--- config.mk ---
export PLATFORM = sky130hd
export DESIGN_NAME = core_mem_bridge
export DESIGN_NICKNAME = d
export VERILOG_FILES = /design/src/rtl/core_mem_bridge.sv
export SDC_FILE = /design/constraint.sdc
export NUM_CORES = 1
export LEC_CHECK = 0
export ABC_AREA = 1
export ABC_CLOCK_PERIOD_IN_PS = 1600
export BUFFER_PORTS_ARGS = -buffer_cell sky130_fd_sc_hd__buf_2
export CORE_MARGIN = 2
export CORE_UTILIZATION = 31
export CTS_BUF_LIST = sky130_fd_sc_hd__clkbuf_4 sky130_fd_sc_hd__clkbuf_8
export CTS_CLUSTER_SIZE = 25
export DETAILED_ROUTE_END_ITERATION = 16
export SLEW_MARGIN = 20
export SYNTH_ARGS = -nofsm -noshare
export SYNTH_HDL_FRONTEND = slang
export SYNTH_SLANG_ARGS = --single-unit
--- constraint.sdc ---
create_clock -name clk -period 1.6 [get_ports clk]
set_input_delay 0.32 -clock clk [delete_from_list [all_inputs] [get_ports clk]]
set_output_delay 0.32 -clock clk [all_outputs]
set_load 0.02 [all_outputs]
--- src/rtl/core_mem_bridge.sv ---
// Merges icache fill and data-side requests onto one tagged memory channel and
// routes out-of-order memory responses back to their owner; ic_flush drops in-flight fills.
module core_mem_bridge #(
    parameter  int ADDR_W  = 32,
    parameter  int DATA_W  = 32,
    parameter  int MAX_OUT = 4,
    localparam int TAG_W   = $clog2(MAX_OUT)
) (
    input  logic              clk,
    input  logic              reset_n,
    input  logic              ic_req_valid,
    output logic              ic_req_ready,
    input  logic [ADDR_W-1:0] ic_req_addr,
    input  logic              dc_req_valid,
    output logic              dc_req_ready,
    input  logic [ADDR_W-1:0] dc_req_addr,
    input  logic              dc_req_wr,
    input  logic [DATA_W-1:0] dc_req_wdata,
    input  logic              ic_flush,
    output logic              mem_req_valid,
    input  logic              mem_req_ready,
    output logic [ADDR_W-1:0] mem_req_addr,
    output logic              mem_req_wr,
    output logic [DATA_W-1:0] mem_req_wdata,
    output logic [TAG_W-1:0]  mem_req_tag,
    input  logic              mem_rsp_valid,
    input  logic [TAG_W-1:0]  mem_rsp_tag,
    input  logic [DATA_W-1:0] mem_rsp_rdata,
    output logic              ic_rsp_valid,
    output logic [DATA_W-1:0] ic_rsp_data,
    output logic              dc_rsp_valid,
    output logic [DATA_W-1:0] dc_rsp_data,
    output logic              busy,
    output logic              protocol_err
);

    typedef enum logic {
        SIDE_IC = 1'b0,
        SIDE_DC = 1'b1
    } side_t;

    side_t rr_ptr;

    // Tag table; owner bit uses the side_t encoding (0=ic, 1=dc)
    logic [MAX_OUT-1:0] tag_valid;
    logic [MAX_OUT-1:0] tag_owner;
    logic [MAX_OUT-1:0] tag_drop;
    logic [MAX_OUT-1:0] tag_wr;

    logic [TAG_W-1:0] free_idx;
    logic             free_found;
    logic             stage_free;
    logic             ic_can;
    logic             dc_can;
    logic             grant_ic;
    logic             grant_dc;
    logic             grant;
    logic             rsp_hit;
    logic             rsp_owner;
    logic             rsp_drop;
    logic             rsp_wr;

    // Lowest free index wins; only current valid bits count, so a tag freed
    // by this cycle's response is not reusable until the next cycle.
    always_comb begin
        free_found = 1'b0;
        free_idx   = '0;
        for (int i = MAX_OUT - 1; i >= 0; i--) begin
            if (!tag_valid[i]) begin
                free_found = 1'b1;
                free_idx   = TAG_W'(i);
            end
        end
    end

    assign stage_free = !mem_req_valid || mem_req_ready;
    assign ic_can     = ic_req_valid && !ic_flush;
    assign dc_can     = dc_req_valid;

    always_comb begin
        grant_ic = 1'b0;
        grant_dc = 1'b0;
        if (stage_free && free_found) begin
            if (ic_can && dc_can) begin
                if (rr_ptr == SIDE_IC) grant_ic = 1'b1;
                else                   grant_dc = 1'b1;
            end else if (ic_can) begin
                grant_ic = 1'b1;
            end else if (dc_can) begin
                grant_dc = 1'b1;
            end
        end
    end

    assign grant        = grant_ic || grant_dc;
    assign ic_req_ready = grant_ic;
    assign dc_req_ready = grant_dc;

    assign rsp_hit   = mem_rsp_valid && tag_valid[mem_rsp_tag];
    assign rsp_owner = tag_owner[mem_rsp_tag];
    assign rsp_drop  = tag_drop[mem_rsp_tag];
    assign rsp_wr    = tag_wr[mem_rsp_tag];

    assign busy = (|tag_valid) || mem_req_valid;

    always_ff @(posedge clk or negedge reset_n) begin
        if (!reset_n) begin
            mem_req_valid <= 1'b0;
            mem_req_addr  <= '0;
            mem_req_wr    <= 1'b0;
            mem_req_wdata <= '0;
            mem_req_tag   <= '0;
            rr_ptr        <= SIDE_IC;
        end else if (grant) begin
            mem_req_valid <= 1'b1;
            mem_req_addr  <= grant_ic ? ic_req_addr : dc_req_addr;
            mem_req_wr    <= grant_dc && dc_req_wr;
            mem_req_wdata <= grant_dc ? dc_req_wdata : '0;
            mem_req_tag   <= free_idx;
            rr_ptr        <= grant_ic ? SIDE_DC : SIDE_IC;
        end else if (mem_req_ready) begin
            mem_req_valid <= 1'b0;
        end
    end

    // Grant and response always touch different entries, so both updates apply.
    always_ff @(posedge clk or negedge reset_n) begin
        if (!reset_n) begin
            tag_valid <= '0;
            tag_owner <= '0;
            tag_drop  <= '0;
            tag_wr    <= '0;
        end else begin
            for (int i = 0; i < MAX_OUT; i++) begin
                if (ic_flush && tag_valid[i] && !tag_owner[i]) tag_drop[i] <= 1'b1;
            end
            if (rsp_hit) tag_valid[mem_rsp_tag] <= 1'b0;
            if (grant) begin
                tag_valid[free_idx] <= 1'b1;
                tag_owner[free_idx] <= grant_dc;
                tag_drop[free_idx]  <= 1'b0;
                tag_wr[free_idx]    <= grant_dc && dc_req_wr;
            end
        end
    end

    // A flush in the response cycle suppresses the fill even if drop is not yet set.
    always_ff @(posedge clk or negedge reset_n) begin
        if (!reset_n) begin
            ic_rsp_valid <= 1'b0;
            ic_rsp_data  <= '0;
            dc_rsp_valid <= 1'b0;
            dc_rsp_data  <= '0;
            protocol_err <= 1'b0;
        end else begin
            ic_rsp_valid <= 1'b0;
            ic_rsp_data  <= '0;
            dc_rsp_valid <= 1'b0;
            dc_rsp_data  <= '0;
            if (rsp_hit) begin
                if (rsp_owner == SIDE_DC) begin
                    dc_rsp_valid <= 1'b1;
                    dc_rsp_data  <= rsp_wr ? '0 : mem_rsp_rdata;
                end else if (!rsp_drop && !ic_flush) begin
                    ic_rsp_valid <= 1'b1;
                    ic_rsp_data  <= mem_rsp_rdata;
                end
            end
            if (mem_rsp_valid && !tag_valid[mem_rsp_tag]) protocol_err <= 1'b1;
        end
    end

endmodule
==> metrics.cfg, run 1 <==
[detailed_routing]
ant_nets = 0
vias = 6193
totalWireLength_um = 19800
drc = 0
drtIter0Drc = 266
first_pass_iters = 4
avgViaCountPerCell = 4.64
wl_per_cell_um = 14.8

[worst_setup_path]
slowest_delay_ns = 0.40
worst-path-buf-inv = 2
end_kind = output pin
worstSetupStartpointType = register
r2r_slack_ns = 0.09
crit_path_top_delay_cell = dfrtp_1
crit_arrival_ns = 1.43
crit_type = reg -> out
ff2ff_path_depth = 10
cp.required_ns = 1.28
path_cells = nand2_2, nor2_2, nor2_4, nand2_4, inv_6, buf_6
path_max_fanout = 3
reg2reg_from = tag_valid[2]$_DFF_PN0_
cp_top_family = flip-flops
r2r-end = mem_req_wdata[11]$_DFFE_PN0P_

[clock_tree]
cts_tree = yes
cts_buffer_depth = 2
clkSlewWorstSetupHoldPaths_ns = 0.09
cts_max_level = 4
clock_latency_ns = 0.44
numCtsBuffers = 17
clkSinkCount = 152
clock-root-buffer = clkbuf_8

[worst_hold_path]
hold_depth = 3
holdPathEnd = mem_req_wdata[24]$_DFFE_PN0P_
min-delay-start = dc_req_wdata[24]
hold_path_class = in -> reg

[power_and_ir_drop]
p_switching_mw = 5.69
switching_share_pct = 41.0
pwr-share-comb_pct = 40.4
clkPwrFrac_pct = 21.7
seqPwrFrac_pct = 37.9
internal_power_mw = 8.20
ir_worst_vdd_mv = 0.746
p_leak_nw = 5.13
power.density_nw_per_um2 = 1540

[finish]
nNetsFinal = 1183
fillers = 2103
drive_above_1_share_pct = 36.5
final_cell_mix = nand2_1 (272), buf_2 (271), dfrtp_1 (152)
final_cells = 1334
seqCellArea_um2 = 3800
area_delta_synth_final_pct = 37.9
final_common_cell = nand2_1
multiInputGateArea_um2 = 2390

[placement]
hpwl_um = 14200
dp_cells = 1293
place_congestion = 0.866
io_buffers = 275

[global_routing]
antenna_found_initial = 1
grt_pass1_wl_um = 30800
grt_pass1_vias = 5949
grtUsageTotal_pct = 17.6
grt_max_degree = 59
grt_overflow = 0

[sta]
fmax_mhz = 573
finalHoldViolCount = 0
setup_tns_ns = -0.371
slew_violations = 0
slew_headroom_pct = 76.2
rsz0062_at_grt = yes
worstMarginPinSlew_ns = 0.356
min_period_ns = 1.75
skew_ns = 0.0123
finalSetupViolCount = 3
fin_crit_sh_pct = 109
setup_ws_ns = -0.145

[yosys]
ys_seq_area_share_pct = 58.2
synth.distinct_cells = 25
ys_top_cells_by_area = dfrtp_1 (58%), nand2_1 (16%), nand3_1 (11%)
netlist_area_um2 = 6540
yosysTopAreaCell = dfrtp_1
yosys_warnings = 0
ys_ff_latch = 152
synth_top_area_share_pct = 58.2
synth_nets = 892
syn-mean-instance-area_um2 = 8.67
syn_inst = 754

[status]
violations = negative setup slack
status = finished, violations left

[run]
maxCapViolations = 0

[die]
io_pins = 276
start_util_pct = 31.3
core_um2 = 20900
die_h_um = 149
die_w_um = 149
rows = 53
die_area_um2 = 22300

-- registers in the layout (all words and copies together), names as in the netlist --
name and count:
tag_wr 4, mem_req_addr 32, mem_req_wdata 32, mem_req_wr 1, dc_rsp_data 32, ic_rsp_valid 1
protocol_err 1, mem_req_tag 2, tag_drop 4, mem_req_valid 1, tag_valid 4, dc_rsp_valid 1
ic_rsp_data 32, rr_ptr 1, tag_owner 4
-- what timing repair did --
action	in CTS	in global routing
setup buffers	5	2
pin swaps	2	4
endpoints found under the hold margin	27	0
endpoints found under the setup margin	3	115
cloned	0	1
gates resized for setup	8	17
hold buffers	1	0
-- layout make-up --
class	instances	area share, %
clock buffers	19	2.83
multi-input cells	529	26.5
flip-flops and latches	152	42.2
repair buffers	325	22.2
diodes	1	0.0278
clock inverters	13	1.60
inverters	20	0.888
well taps	275	3.82
-- power groups by stage --
stage | clock (mW) | combinational, mW | sequential, mW
global route | 3.30 | 6.15 | 5.37
global placement | 0 | 5.41 | 5.32
finish | 3.01 | 5.61 | 5.27
CTS | 3.13 | 5.54 | 5.28
detailed placement | 0 | 5.45 | 5.34
floorplan | 0 | 2.33 | 6.31
-- metrics by stage --
stage	hold WS (ns)	instance area [um2]	power (mW)	setup WS, ns	utilization, %
4_1_cts	0.0316	8910	13.9	-0.231	42.7
2_1_floorplan	0.0244	6540	8.64	0.0204	-
6_report	0.0734	9020	13.9	-0.145	43.2
3_3_place_gp	0.234	8440	10.7	0.0479	40.4
3_5_place_dp	0.234	8440	10.8	0.0656	40.4
5_1_grt	0.0263	9020	14.8	-0.258	43.2
-- metal layers --
metal,routed length (um),track usage (%),vias up
met2,9940,30.1,183
met4,514,7.00,0
met5,0,0,-
li1,-,-,3012
met1,8350,21.8,2969
met3,985,3.73,29
-- worst reg2reg max path: stages, from the launching register on --
cell and delay [ns]:
dfrtp_1 0.40, nand2_2 0.09, nor2_2 0.06, nor2_4 0.15, nand2_4 0.09, inv_6 0.09
buf_4 0.10, buf_4 0.11, buf_12 0.18, nand2_1 0.12, nand2_1 0.07
-- kinds of logic (layout without fill, tap and decap cells) --
kind of cell    Yosys count  count (layout)  share of synthesized area, %
compound gates           21              21                          1.78
buf+inv                  73             377                          6.16
flops                   152             152                          58.2
other cells               0               1                             0
simple gates            508             508                          33.9
-- how the worst max path moves through the flow --
| stage | from | end | slack, ns | cells past startpoint |
|---|---|---|---|---|
| global route | tag_valid[2]$_DFF_PN0_ | dc_req_ready | -0.26 | 6 |
| detailed placement | ic_req_valid | dc_req_ready | 0.07 | 7 |
| global placement | ic_req_valid | dc_req_ready | 0.05 | 7 |
| CTS | tag_valid[2]$_DFF_PN0_ | busy | -0.23 | 4 |
| floorplan | mem_req_valid$_DFFE_PN0P_ | ic_req_ready | 0.02 | 7 |
| finish | tag_valid[2]$_DFF_PN0_ | dc_req_ready | -0.15 | 6 |
-- cells in the mapped netlist (all sizes together) --
cell and n:
a21oi 10, a31oi 3, buf 44, clkbuf 9
dfrtp 152, inv 20, nand2 278, nand3 144
nand4 1, nor2 51, nor3 33, o21ai 6
o21bai 1, o22ai 1, or2 1
(Power assumes the default switching activity.)
==> run 2: changes to the inputs <==
ABC_CLOCK_PERIOD_IN_PS = 1900   (was 1600)
clock period = 1.9 ns   (was 1.6 ns; I/O delays follow)
==> run 2 against run 1 <==
Against the previous run:
- the run now ends clean
- global-route usage shrank 0.43 points
- sequential share of layout area rose by 0.98 points
- clock skew hardly changed
- sequential power fell by 16%
- largest cell class unchanged
- routed wire length fell by 2.3%
- clock power down 25%
- clock-buffer cell count fell by 2
- critical endpoint unchanged
==> metrics.cfg, run 2 (synthesis gave the netlist of run 1 again) <==
[status]
status = finished, final reports clean

[global_routing]
antenna_found_initial = 1  ; unchanged
grt_pass1_vias = 5795  ; -2.6%
grt_max_degree = 57  ; -3.4%
grt_pass1_wl_um = 29900  ; -2.7%
grtUsageTotal_pct = 17.2  ; -0.43 points
grt_overflow = 0  ; unchanged

[clock_tree]
cts_buffer_depth = 2  ; unchanged
clock-root-buffer = clkbuf_8
clock_latency_ns = 0.44  ; about the same
cts_tree = yes
clkSinkCount = 152  ; unchanged
cts_max_level = 4  ; unchanged
numCtsBuffers = 17  ; unchanged
clkSlewWorstSetupHoldPaths_ns = 0.09  ; about the same

[sta]
setup_ws_ns = 0.0492  ; +0.195 ns
slew_violations = 0  ; unchanged
worstMarginPinSlew_ns = 0.414  ; +0.0585 ns
finalHoldViolCount = 0  ; unchanged
fmax_mhz = 540
min_period_ns = 1.85
slew_headroom_pct = 72.4  ; -3.8 points
rsz0062_at_grt = yes
skew_ns = 0.0124  ; +0.0000933 ns
fin_crit_sh_pct = 97.4
finalSetupViolCount = 0  ; -3

[finish]
seqCellArea_um2 = 3800  ; unchanged
final_cells = 1323  ; -0.82%
final_cell_mix = nand2_1 (272), buf_2 (271), dfrtp_1 (152)
drive_above_1_share_pct = 35.7  ; -0.76 points
area_delta_synth_final_pct = 34.8
stdcell_area_um2 = 8810  ; -2.3%
final_common_cell = nand2_1
multiInputGateArea_um2 = 2380  ; -0.37%
fin_util_pct = 42.2  ; -0.98 points
nNetsFinal = 1172  ; -0.93%
fillers = 2170  ; +3.2%

[power_and_ir_drop]
power.density_nw_per_um2 = 1280  ; -17%
p_leak_nw = 5.03  ; -2.0%
ir_worst_vdd_mv = 0.649  ; -13%
p_total_mw = 11.3  ; -19%

[worst_setup_path]
path_max_fanout = 3  ; unchanged
reg2reg_from = tag_valid[2]$_DFF_PN0_
r2r-end = tag_wr[3]$_DFFE_PN0P_
end_kind = output pin
cp.required_ns = 1.52  ; +0.24 ns
crit_arrival_ns = 1.47  ; +0.04 ns
crit_type = reg -> out
r2r_slack_ns = 0.16  ; +0.07 ns
ff2ff_path_depth = 10  ; unchanged
worstSetupStartpointType = register

[detailed_routing]
vias = 6070  ; -2.0%
ant_nets = 0  ; unchanged
first_pass_iters = 6  ; +2
totalWireLength_um = 19300  ; -2.3%
drc = 0  ; unchanged
drtIter0Drc = 268  ; +0.75%
avgViaCountPerCell = 4.59  ; -1.2%
wl_per_cell_um = 14.6  ; -1.5%

[worst_hold_path]
hold_path_class = in -> reg
min-delay-start = dc_req_wdata[24]
hold_depth = 3  ; unchanged
holdPathEnd = mem_req_wdata[24]$_DFFE_PN0P_

[placement]
hpwl_um = 13600  ; -4.1%
dp_cells = 1280  ; -1.0%
place_congestion = 0.850  ; -1.8%
place_ws_ns = 0.171  ; +0.105 ns
dpl-instance-area_um2 = 8320  ; -1.5%
io_buffers = 275  ; unchanged

[run]
maxCapViolations = 0  ; unchanged

[die]
start_util_pct = 31.3  ; unchanged
io_pins = 276  ; unchanged
rows = 53  ; unchanged
die_w_um = 149  ; unchanged
die_h_um = 149  ; unchanged
core_um2 = 20900  ; unchanged
die_area_um2 = 22300  ; unchanged

run 2: cell count changes in the layout (fill, tap and decap cells not counted), moves of 2 or more:
cell,before,now
buf_12,15,12
buf_4,29,25
buf_6,8,5
bufinv_16,2,0
clkinv_2,2,4
clkinv_4,1,5
clkinvlp_4,4,2
inv_6,5,3
inv_8,0,2
nand2_2,2,4
nand2_4,4,1
run 2: cell type report:
cell class	count	area share (%)
diodes	1	0.0284
clock buffers	17	2.66
clock inverters	15	1.35
inverters	20	0.909
multi-input cells	529	27.0
flip-flops and latches	152	43.2
well taps	275	3.90
repair buffers	314	21.0
run 2: through the flow:
stage | TNS (ns) | hold WS [ns]
global placement | 0 | 0.330
CTS | -0.0238 | 0.0949
global route | -0.0527 | 0.0949
floorplan | 0 | 0.0844
detailed placement | 0 | 0.319
finish | 0 | 0.131
run 2: worst max-delay path by stage:
stage | start | to | slack, ns | cells after the start
3_5_place_dp | ic_flush | tag_wr[0]$_DFFE_PN0P_ | 0.17 | 9
5_1_grt | tag_valid[2]$_DFF_PN0_ | dc_req_ready | -0.04 | 6
2_1_floorplan | mem_req_valid$_DFFE_PN0P_ | ic_req_ready | 0.21 | 7
3_3_place_gp | ic_flush | tag_wr[1]$_DFFE_PN0P_ | 0.21 | 9
4_1_cts | tag_valid[0]$_DFF_PN0_ | dc_req_ready | -0.02 | 6
6_report | tag_valid[2]$_DFF_PN0_ | dc_req_ready | 0.05 | 6
run 2: per-layer routing:
| layer | wire length, um | GRT usage (%) | up-vias |
|---|---|---|---|
| met1 | 8060 | 21.2 | 2870 |
| met3 | 1040 | 4.37 | 36 |
| met4 | 523 | 6.71 | 0 |
| li1 | - | - | 2981 |
| met2 | 9720 | 29.1 | 183 |
| met5 | 0 | 0 | - |
run 2: power by group:
group          switching [mW]  internal [mW]  total (mW)
Sequential              0.418           4.03        4.44
Clock                    1.32          0.930        2.25
Combinational            3.04           1.56        4.60
Total                    4.78           6.51        11.3
run 2: critical path, cell delays in order, from the launching register on:
cell,delay (ns)
dfrtp_1,0.42
nand2_2,0.10
nor2_2,0.05
nor2_4,0.19
nand2_8,0.10
clkinv_4,0.07
buf_6,0.10
run 2: what timing repair did:
| item | CTS | global route |
|---|---|---|
| hold buffers | 1 | 0 |
| endpoints found under the hold margin | 39 | 0 |
| buffers inserted | 7 | 2 |
| gates resized for setup | 9 | 9 |
| setup endpoints to repair | 2 | 3 |
| pin swaps | 3 | 6 |
==> run 3: changes to the inputs <==
--- a/config.mk
+++ b/config.mk
@@ -8,5 +8,5 @@
 export ABC_AREA = 1
 export ABC_CLOCK_PERIOD_IN_PS = 1900
-export BUFFER_PORTS_ARGS = -buffer_cell sky130_fd_sc_hd__buf_2
+export BUFFER_PORTS_ARGS = -buffer_cell sky130_fd_sc_hd__buf_4
 export CORE_MARGIN = 2
 export CORE_UTILIZATION = 31
==> constraint.sdc (replaced) <==
create_clock -name clk -period 1.9 [get_ports clk]
set_input_delay 0.285 -clock clk [delete_from_list [all_inputs] [get_ports clk]]
set_output_delay 0.285 -clock clk [all_outputs]
set_load 0.02 [all_outputs]
==> run 3 against run 2 <==
Against the previous run:
- clock power rose by 15%
- critical path type unchanged
- routed wire length rose by 5.9%
- fmax rose by 3.5%
- highest routed layer unchanged
- critical endpoint unchanged
==> metrics.cfg, run 3 (synthesis gave the netlist of run 1 again) <==
[worst_setup_path]
r2r-end = tag_owner[2]$_DFFE_PN0P_
startpoint = tag_valid[1]$_DFF_PN0_
crit_path_top_delay_cell = dfrtp_2
end_kind = output pin
ff2ff_path_depth = 10  ; unchanged
cp.required_ns = 1.62  ; +0.10 ns
r2r_slack_ns = 0.24  ; +0.08 ns
cp-endpoint = dc_req_ready
crit_cells = 6  ; unchanged
worst-path-buf-inv = 2  ; unchanged
reg2reg_from = tag_valid[1]$_DFF_PN0_
worstSetupStartpointType = register
crit_arrival_ns = 1.50  ; +0.03 ns
path_cells = nand2_2, nor2_2, nor2_4, nand2_4, inv_6, buf_6
cp_top_family = flip-flops
path_max_fanout = 7  ; +4
slowest_delay_ns = 0.47  ; +0.05 ns
crit_type = reg -> out

[power_and_ir_drop]
clkPwrFrac_pct = 21.5  ; +1.5 points
internal_power_mw = 7.25  ; +11%
ir_worst_vdd_mv = 0.501  ; -23%
power.density_nw_per_um2 = 1250  ; -2.3%
p_switching_mw = 4.76  ; -0.52%
seqPwrFrac_pct = 37.5  ; -1.9 points
p_leak_nw = 5.22  ; +3.9%
pwr-share-comb_pct = 41.0  ; +0.3 points
switching_share_pct = 39.6  ; -2.7 points

[sta]
skew_ns = 0.0154  ; +0.00307 ns
setup_ws_ns = 0.112  ; +0.0627 ns
worstMarginPinSlew_ns = 0.420  ; +0.00579 ns
slew_headroom_pct = 72.0  ; -0.39 points
setup_tns_ns = 0  ; unchanged
rsz0062_at_grt = no
fin_crit_sh_pct = 94.1  ; -3.3 points
fmax_mhz = 559  ; +3.5%
min_period_ns = 1.79  ; -0.0627 ns
finalSetupViolCount = 0  ; unchanged
slew_violations = 0  ; unchanged
finalHoldViolCount = 0  ; unchanged

[die]
start_util_pct = 31.3  ; unchanged
die_h_um = 149  ; unchanged
die_w_um = 149  ; unchanged
io_pins = 276  ; unchanged
core_um2 = 20900  ; unchanged
die_area_um2 = 22300  ; unchanged
rows = 53  ; unchanged

[clock_tree]
clkSlewWorstSetupHoldPaths_ns = 0.09  ; about the same
numCtsBuffers = 17  ; unchanged
cts_tree = yes
cts_buffer_depth = 2  ; unchanged
cts_max_level = 4  ; unchanged
clock-root-buffer = clkbuf_8
clkSinkCount = 152  ; unchanged
clock_latency_ns = 0.46  ; +0.02 ns

[worst_hold_path]
hold_path_class = in -> reg

[detailed_routing]
vias = 6075  ; +0.082%
avgViaCountPerCell = 4.57  ; -0.29%
drtIter0Drc = 348  ; +30%
drc = 0  ; unchanged
totalWireLength_um = 20500  ; +5.9%
first_pass_iters = 6  ; unchanged
wl_per_cell_um = 15.4  ; +5.5%
ant_nets = 0  ; unchanged

[status]
status = finished, final reports clean

[placement]
dp_cells = 1272  ; -0.63%
io_buffers = 275  ; unchanged
place_congestion = 0.816  ; -4.0%
place_ws_ns = 0.324  ; +0.153 ns
hpwl_um = 14200  ; +4.3%

[finish]
final_cells = 1328  ; +0.38%
nNetsFinal = 1178  ; +0.51%
area_delta_synth_final_pct = 46.8
n_antenna_cell = 0  ; -1
final_common_cell = buf_4
drive_above_1_share_pct = 34.3  ; -1.4 points
final_cell_mix = buf_4 (289), nand2_1 (273), dfrtp_1 (151)

[global_routing]
grtUsageTotal_pct = 18.4  ; +1.2 points
antenna_found_initial = 0  ; -1
grt_max_degree = 49  ; -14%
grt_pass1_wl_um = 32100  ; +7.3%
grt_overflow = 0  ; unchanged
grt_pass1_vias = 6066  ; +4.7%

[run]
maxCapViolations = 0  ; unchanged

-- run 3: routing by layer --
| metal | part of all wire [%] | GRT usage (%) | vias to the layer above | wire length [um] |
|---|---|---|---|---|
| met3 | 4.3 | 3.61 | 31 | 874 |
| li1 | - | - | 2987 | - |
| met1 | 41 | 23.3 | 2901 | 8480 |
| met4 | 2.8 | 7.90 | 0 | 567 |
| met2 | 52 | 30.7 | 156 | 10600 |
| met5 | 0 | 0 | - | 0 |
-- run 3: worst min-delay path by stage --
stage / cells after the start / startpoint / endpoint / slack, ns
after detailed placement: 1 / reset_n / ic_rsp_data[23]$_DFF_PN0_ / 0.24
after CTS: 3 / dc_req_wdata[6] / mem_req_wdata[6]$_DFFE_PN0P_ / 0.0004
final: 3 / dc_req_wdata[18] / mem_req_wdata[18]$_DFFE_PN0P_ / 0.03
after global placement: 1 / reset_n / ic_rsp_data[23]$_DFF_PN0_ / 0.24
after floorplan: 0 / reset_n / dc_rsp_data[0]$_DFF_PN0_ / -0.01
after global routing: 3 / dc_req_wdata[26] / mem_req_wdata[26]$_DFFE_PN0P_ / 0.002
-- run 3: layout make-up --
type | count | area (um2)
Clock inverter | 12 | 138
Fill cell | 2026 | 11300
Timing Repair Buffer | 320 | 2600
Tap cell | 275 | 344
Sequential cell | 152 | 3800
Inverter | 20 | 80.1
Clock buffer | 20 | 275
Multi-Input combinational cell | 529 | 2350
-- run 3: power groups by stage --
| stage | clock network [mW] | registers (mW) | logic (mW) |
|---|---|---|---|
| floorplan | 0 | 5.31 | 1.96 |
| global placement | 0 | 4.57 | 4.80 |
| detailed placement | 0 | 4.57 | 4.83 |
| CTS | 2.68 | 4.50 | 4.94 |
| global route | 2.85 | 4.60 | 5.39 |
| finish | 2.59 | 4.50 | 4.92 |
-- run 3: timing repair --
| item | 4_1_cts | 5_1_grt |
|---|---|---|
| endpoints found under the setup margin | 2 | 2 |
| hold endpoints to repair | 49 | 3 |
| hold buffers | 14 | 3 |
| pin swaps | 1 | 3 |
| resized for setup | 4 | 2 |
| buffers inserted | 4 | 3 |
-- run 3: per-stage QoR --
stage,utilization (%),power [mW],hold slack (ns),cell area [um2]
5_1_grt,45.9,12.8,0.00162,9590
2_1_floorplan,-,7.28,-0.0106,6540
6_report,45.9,12.0,0.0321,9590
4_1_cts,45.6,12.1,0.000428,9540
3_3_place_gp,42.8,9.37,0.241,8940
3_5_place_dp,42.8,9.40,0.243,8940
-- run 3: worst register-to-register path, cell delays in order (launching register included) --
cell     delay, ns
dfrtp_2       0.47
nand2_2       0.09
nor2_2        0.05
nor2_4        0.15
nand2_4       0.09
buf_4         0.18
nand2_2       0.06
buf_4         0.22
nand2_1       0.13
nand2_1       0.08
nand2_1       0.05
